`config.mk`:
```
export PLATFORM = sky130hd
export DESIGN_NAME = track_sequencer
export DESIGN_NICKNAME = d
export VERILOG_FILES = /design/src/rtl/track_sequencer.sv
export SDC_FILE = /design/constraint.sdc
export NUM_CORES = 1
export LEC_CHECK = 0
export ABC_AREA = 0
export CAP_MARGIN = 20
export CORE_MARGIN = 1
export CORE_UTILIZATION = 48
export DETAILED_ROUTE_END_ITERATION = 8
export GPL_TIMING_DRIVEN = 0
export PLACE_DENSITY = 0.74
export REMOVE_ABC_BUFFERS = 1
export SLEW_MARGIN = 20
export SYNTH_ARGS = -nofsm -noshare
export SYNTH_HDL_FRONTEND = slang
export SYNTH_SLANG_ARGS = --single-unit
```
`constraint.sdc`:
```
create_clock -name clk -period 1.6 [get_ports clk]
set_input_delay 0.32 -clock clk [delete_from_list [all_inputs] [get_ports clk]]
set_output_delay 0.32 -clock clk [all_outputs]
set_load 0.005 [all_outputs]
```
`src/rtl/track_sequencer.sv`:
```
// track_sequencer
//   Current-track controller for the music player. Holds the index of the
//   playing track and moves it on next/prev button release, on end-of-track,
//   or on a direct jump, following the selected play mode.
//
// Parameters
//   TRACK_W     width of the track index (2^(TRACK_W-1) < NUM_TRACKS <= 2^TRACK_W)
//   NUM_TRACKS  number of stored tracks; valid indices 0..NUM_TRACKS-1
//
// Ports
//   clk         system clock, rising edge
//   reset       asynchronous, active-high reset
//   next_btn    debounced level, acts on release
//   prev_btn    debounced level, acts on release
//   track_end   one-cycle pulse when the current track finishes
//   mode        00 wrap, 01 repeat-one, 10 play-once, 11 shuffle
//   jump_valid  load jump_idx as the current track
//   jump_idx    requested track index
//   select      current track index (upper score-memory address bits)
//   start       one-cycle pulse when a track (re)starts; held through reset
//   done        sticky: play-once finished the last track
//
// Build option
//   TRACK_SHUFFLE_EN  when defined, mode 11 picks a pseudo-random track from
//                     an 8-bit LFSR; when undefined, mode 11 behaves as 00.

module track_sequencer #(
  parameter int TRACK_W    = 2,
  parameter int NUM_TRACKS = 4
) (
  input  logic               clk,
  input  logic               reset,
  input  logic               next_btn,
  input  logic               prev_btn,
  input  logic               track_end,
  input  logic [1:0]         mode,
  input  logic               jump_valid,
  input  logic [TRACK_W-1:0] jump_idx,
  output logic [TRACK_W-1:0] select,
  output logic               start,
  output logic               done
);

  localparam logic [TRACK_W-1:0] LAST_IDX = TRACK_W'(NUM_TRACKS - 1);
  // One bit wider so NUM_TRACKS == 2^TRACK_W still compares correctly.
  localparam logic [TRACK_W:0]   NUM_EXT  = (TRACK_W + 1)'(NUM_TRACKS);

  typedef enum logic [2:0] {
    IDLE, NEXT_HELD, PREV_HELD, ADVANCE, AUTO, RETREAT
  } state_t;

  state_t             state_q, state_d;
  logic [TRACK_W-1:0] select_q, select_d;
  logic               start_q, start_d;
  logic               done_q, done_d;
  // A button that is already held must be released before it can act again:
  // set for both buttons by reset, and for next when both are pressed together.
  logic               next_blk_q, next_blk_d;
  logic               prev_blk_q, prev_blk_d;

  logic [TRACK_W-1:0] inc_idx, dec_idx, shuf_idx;
  logic               jump_ok, prev_go, next_go;

  assign inc_idx = (select_q == LAST_IDX) ? '0 : select_q + TRACK_W'(1);
  assign dec_idx = (select_q == '0) ? LAST_IDX : select_q - TRACK_W'(1);
  assign jump_ok = {1'b0, jump_idx} < NUM_EXT;
  assign prev_go = prev_btn & ~prev_blk_q;
  assign next_go = next_btn & ~next_blk_q;

`ifdef TRACK_SHUFFLE_EN
  logic [7:0]         lfsr_q, lfsr_d;
  logic [TRACK_W-1:0] cand_raw, cand;

  // Fibonacci LFSR, taps 8,6,5,4; free-running every clock.
  assign lfsr_d   = {lfsr_q[6:0], lfsr_q[7] ^ lfsr_q[5] ^ lfsr_q[4] ^ lfsr_q[3]};
  assign cand_raw = lfsr_q[TRACK_W-1:0];
  // cand_raw < 2*NUM_TRACKS, so one subtraction folds it into range.
  assign cand     = ({1'b0, cand_raw} >= NUM_EXT) ? cand_raw - TRACK_W'(NUM_TRACKS)
                                                  : cand_raw;
  // Never replay the track that just ended.
  assign shuf_idx = (cand == select_q) ? inc_idx : cand;

  always_ff @(posedge clk or posedge reset) begin
    if (reset) begin
      lfsr_q <= 8'hA5;
    end else begin
      lfsr_q <= lfsr_d;
    end
  end
`else
  assign shuf_idx = inc_idx;
`endif

  // State register
  always_ff @(posedge clk or posedge reset) begin
    if (reset) begin
      state_q    <= IDLE;
      select_q   <= '0;
      start_q    <= 1'b1;
      done_q     <= 1'b0;
      next_blk_q <= 1'b1;
      prev_blk_q <= 1'b1;
    end else begin
      state_q    <= state_d;
      select_q   <= select_d;
      start_q    <= start_d;
      done_q     <= done_d;
      next_blk_q <= next_blk_d;
      prev_blk_q <= prev_blk_d;
    end
  end

  // Next-state logic
  always_comb begin
    state_d    = state_q;
    next_blk_d = next_btn & next_blk_q;
    prev_blk_d = prev_btn & prev_blk_q;
    case (state_q)
      IDLE: begin
        if (jump_valid) begin
          state_d = IDLE;
        end else if (track_end) begin
          state_d = AUTO;
        end else if (prev_go) begin
          state_d    = PREV_HELD;
          next_blk_d = next_btn;
        end else if (next_go) begin
          state_d = NEXT_HELD;
        end
      end
      NEXT_HELD: begin
        if (track_end) begin
          state_d = AUTO;
        end else if (!next_btn) begin
          state_d = ADVANCE;
        end
      end
      PREV_HELD: begin
        if (track_end) begin
          state_d = AUTO;
        end else if (!prev_btn) begin
          state_d = RETREAT;
        end
      end
      default: state_d = IDLE;
    endcase
  end

  // Output / datapath logic
  always_comb begin
    select_d = select_q;
    start_d  = 1'b0;
    done_d   = done_q;
    case (state_q)
      IDLE: begin
        if (jump_valid && jump_ok) begin
          select_d = jump_idx;
          start_d  = 1'b1;
          done_d   = 1'b0;
        end
      end
      ADVANCE: begin
        select_d = inc_idx;
        start_d  = 1'b1;
        done_d   = 1'b0;
      end
      RETREAT: begin
        select_d = dec_idx;
        start_d  = 1'b1;
        done_d   = 1'b0;
      end
      AUTO: begin
        case (mode)
          2'b01: start_d = 1'b1;
          2'b10: begin
            if (select_q == LAST_IDX) begin
              done_d = 1'b1;
            end else begin
              select_d = inc_idx;
              start_d  = 1'b1;
              done_d   = 1'b0;
            end
          end
          2'b11: begin
            select_d = shuf_idx;
            start_d  = 1'b1;
            done_d   = 1'b0;
          end
          default: begin
            select_d = inc_idx;
            start_d  = 1'b1;
            done_d   = 1'b0;
          end
        endcase
      end
      default: ;
    endcase
  end

  assign select = select_q;
  assign start  = start_q;
  assign done   = done_q;

endmodule

```
After elaboration in Yosys (flattened, before gate mapping)
Cells that the tools add are included.
Word-level totals
  bits in registers: 9
  input bits: 10
  output and inout bits: 4
  logic and storage cells: 63
Cells by class
  add/subtract/negate cells: 2
  eq/ne operators: 14
  mux-type cells: 27
  bitwise logic cells: 6
  reduce and logical (&&, ||, !) cells: 8
Operators with widths (count)
  $mux W3: 8
  $mux W1: 9
  $ne A3 B3 Y1 const B: 3
  $pmux W3 S3: 1
  $mux W2: 4
  $pmux W2 S4: 1
  $eq A3 B2 Y1 const B: 2
  $eq A3 B3 Y1 const B: 2
  $pmux W1 S3: 2
  $reduce_and A3 Y1: 2
  $ne A5 B5 Y1 const B: 1
  $and A1 B1 Y1: 4
  $eq A2 B2 Y1 const B: 2
  $ne A2 B2 Y1 const B: 2
  $pmux W2 S2: 1
  $reduce_and A4 Y1: 1
  $reduce_bool A4 Y1: 1
  $eq A3 B1 Y1 const B: 1
  $logic_not A3 Y1: 1
  $reduce_bool A3 Y1: 1
  $add A2 B1 Y2 const B: 1
  $eq A2 B1 Y1 const B: 1
  $logic_not A2 Y1: 1
  $not A1 Y1: 2
  3 further kinds: 3

Logic depth before layout (Yosys ltp)
Gate-level depths: netlist of the first run.
  depth after elaboration: 7
  depth in mapped cells: 6

Worst setup path before layout of the first run
OpenSTA, ideal clock, no wires.
  path type: register to register
  start: register select_q[0] (netlist: select[0])
  end: register select_q[1] (netlist: select[1])
  library setup time: 0.131 ns
  arrival: 1.295 ns
  required time: 1.469 ns
  path slack: 0.174 ns
  cell stages (with the launch flop): 7
  path buffers: 0
  path through: dfrtp_1 inv_1 ha_1 and2_1 a32o_1 a21oi_1 mux2i_1
On the way
  longest elaborated chain between the ends: 5
RTL lines
  from (decl): RTL line 53  | logic [TRACK_W-1:0] select_q, select_d;
  from (signal assigned): RTL line 105  | select_q <= select_d;
  $add A2 B1 Y2 / $eq A2 B2 Y1 (equally long branches): RTL line 64, 176
  $mux W2: RTL line 64  | assign inc_idx = (select_q == LAST_IDX) ? '0 : select_q + TRACK_W'(1);
  $mux W2: RTL line 176  | if (select_q == LAST_IDX) begin
  $pmux W2 S2: RTL line 173  | case (mode)
  $pmux W2 S4: RTL line 154  | case (state_q)
Several ways; a longest one is shown, not always the timed one. The select of a mux whose other input is x is not followed.
A chain may end at the register's enable or synchronous reset.

Worst setup path in the final report of the first run
  start: register state_q[1]
  end: register select_q[0] (netlist: select[0])
On the way
  longest elaborated chain between the ends: 3
RTL lines
  from (decl): RTL line 52  | state_t state_q, state_d;
  from (signal assigned): RTL line 104  | state_q <= state_d;
  $eq A3 B3 Y1, or another cell as far along: RTL line 154
  $ne A3 B3 Y1 (no line), or another cell as far along
  $reduce_and A4 Y1 (no line)
Several ways; a longest one is shown, not always the timed one.

==> flow_summary_export.csv, run 1 <==
group,metric,value,unit
status,run_status,"finished, final reports clean",
yosys,synth-seq-area-share,0.339,
final_layout,insertedDiodeCount,0,
floorplanning,chipWidth,39.5,um
yosys,adder_cell_area_share_of_the_yosys_netlist,0.0556,
yosys,synthesis.instances,72,
drt,remaining_drc_errors,0,
global_route,routing_usage_on_met2,0.311,
pwr,power.density,1330,nW/um2
critical_path,critical_path_class,"reg2reg",
critical_path,worst_ep_arrival_time,1.74,ns
placement,dp.final_hpwl,1030,um
drt,number_of_vias_per_cell_after_detailed_routing,6.06,
placement,finalWeightedCongestion,0.811,
global_route,grt.total_usage,0.212,
floorplanning,dieArea,1560,um2
floorplanning,effective_utilization_at_floorplan,0.519,
yosys,yosysUniqueCellTypes,36,
timing,fin_crit,1.54,ns
timing,maxSlewHeadroom,0.755,
floorplanning,core_area,1300,um2
yosys,yosys.area.top_type_share,0.222,
drt,drt_pass1_iterations,7,
global_route,largest_net_degree_at_the_start_of_global_routing,15,
floorplanning,pin_count,14,
yosys,synth_top_family_by_area,"compound AO/OA/AOI/OAI gates",
final_layout,fillCellCount,115,
yosys,yosys_reg_bits,9,
drt,drt_first_iter_violations,30,
run,cap_violations,0,
final_layout,flow.area_growth_from_synthesis,23.3,%
final_layout,post_layout_nonfiller_instances,101,
yosys,synth_xor_area_frac,0,
clock_network,cts.htree.levels,1,
yosys,netlist_top_cells_count,"6 x dfrtp_1, 6 x inv_1",
clock_network,tritoncts,"done",
placement,i_o_buffers,13,
clock_network,clock-sinks,9,
floorplanning,die_h,39.5,um
yosys,syn_area_per_cell,9.38,um2
clock_network,cts_made_buffers,3,
drt,drt_wl_total,1490,um
clock_network,clock_tree.buffer_depth,2,
timing,finalSetupViolations,0,
yosys,ys.flop_type,"dfrtp_1",
yosys,synth_edf_count,0,
placement,placedCellCount,97,
yosys,post_synth_and_or_nand_nor_area_fraction,0.239,
global_route,grtUsageMet1,0.294,
critical_path,crit_fanout,11,
timing,tns,0,ns
yosys,async_reset_ff_frac,1.00,
timing,drv_slew,0,
final_layout,post-route-util,0.640,
pwr,p_leak,0.340,nW
global_route,grt_pass1_wl,2210,um
pwr,vdd_drop_max,0.000667,V
final_layout,layout-drive-gt1-share,0.209,
timing,clock_skew,0.00460,ns
min_path,min_delay_path_class,"in2async",
final_layout,num-nets-final,100,
global_route,antenna_found_initial,0,
global_route,via_count_of_the_first_global_routing_pass,495,
yosys,synth_compound_area_frac,0.254,
yosys,post_synth_mux_area_share,0.0296,
critical_path,critPathCaptureType,"flip-flop",
clock_network,clk_transition_reported_paths,0.07,ns
clock_network,worst_skew_pair.late_latency,0.27,ns
floorplanning,rows,13,
global_route,globalRouteMet3Util,0.0511,
timing,fmaxAchievable,648,MHz
timing,finalCritPeriodShare,0.965,
drt,total_via_count_in_the_routed_design,612,
final_layout,design_area,833,um2
clock_network,cts_root_buffer,"clkbuf_4",
drt,average_routed_wire_per_standard_cell,14.8,um
yosys,netlist_area,676,um2
yosys,yosys.area.top_type,"dfrtp_1",
timing,worst_slew_pin_slew,0.368,ns
timing,report.final.hold_viol_count,0,
critical_path,timing.critical_path.from_type,"flip-flop",
critical_path,required,1.79,ns
drt,count_of_nets_left_with_antenna_violations_after_detail_routing,0,
yosys,synthesis_warnings,0,
placement,dpl_cell_area,798,um2
global_route,gr-total-overflow,0,
global_route,global_route.peak_usage_layer,"met2",
yosys,yosys-top-cells-area,"dfrtp_1 22%, dfstp_2 12%, ha_1 5.6%, inv_1 3.3%, mux2i_1 3.0%",
## cells by family (layout without fill, tap and decap cells)
family / after synthesis / after routing
AOI/OAI and AO/OA: 22 / 22
and+or+nand+nor: 25 / 25
DFF: 9 / 9
adders and majority gates: 3 / 3
buffers and inverters: 11 / 25
muxes: 2 / 2
## flip-flops by register name (all words and copies together), names as in the netlist
signal,count
state_q,3
select,2
start,1
done,1
next_blk_q,1
prev_blk_q,1
## cell usage in the layout, fill, tap and decap left out, drive strengths merged, types with 2 or more instances in the layout
master / count
ha: 3
nand3b: 2
clkdlybuf4s50: 12
inv: 8
dfrtp: 6
nand2: 2
clkbuf: 4
nor3: 2
nor2b: 3
mux2i: 2
and2: 3
nand2b: 3
a31oi: 3
o21a: 2
o21ai: 2
dfstp: 3
o31ai: 2
a21oi: 3
nor2: 4
o221ai: 2
## power by group
| part | switching (mW) | total [mW] | internal (mW) |
|---|---|---|---|
| clock network | 0.0946 | 0.191 | 0.0965 |
| registers | 0.103 | 0.409 | 0.306 |
| logic | 0.232 | 0.512 | 0.280 |
| total | 0.429 | 1.11 | 0.683 |
## layer usage
layer  vias up  routed length (um)
li1        289                   -
met1       295                 670
met2        28                 731
met3         0                  92
met4         0                   0
met5         -                   0
## worst paths after layout
check                           start         to  slack (ns)  cells past startpoint
max in group asynchronous       reset      start        0.98                      2
max                        state_q[1]  select[0]        0.06                      4
max reg2reg                state_q[1]  select[0]        0.06                      4
min in group clk                 done       done        0.54                      2
min reg2reg                      done       done        0.54                      2
min                             reset       done        0.31                      2
## critical path, stage by stage, from the launching register on
cell	delay (ns)
dfrtp_2	0.49
nand2b_2	0.25
o21a_1	0.23
a32oi_2	0.28
mux2i_1	0.22
## cell type report
type	instances	area [um2]	area share
clock buffers	4	26.3	0.0315
inverters	8	30.0	0.0360
multi-input cells	52	393	0.471
flip-flops and latches	9	233	0.279
well taps	15	18.8	0.0225
repair buffers	13	133	0.159
## stage by stage
step	total power, mW	setup WS (ns)	hold slack (ns)
after detailed placement	0.910	-0.138	0.531
after CTS	1.10	0.00716	0.318
final	1.11	0.0565	0.310
after global routing	1.19	-0.00670	0.379
after floorplan	0.711	0.174	0.146
after global placement	0.899	-0.168	0.512
## timing repair
| item | CTS | global route |
|---|---|---|
| resized for setup | 1 | 4 |
| buffers inserted | 0 | 0 |
| setup endpoints to repair | 2 | 4 |
| hold buffers | 0 | 0 |
No activity file was read; power rests on OpenSTA's default activity.
==> inputs of run 2 (changes only) <==
- CORE_MARGIN: 1 -> default
==> results of run 2 <==
No change in the layout: final DEF, timing and power equal those of run 1.
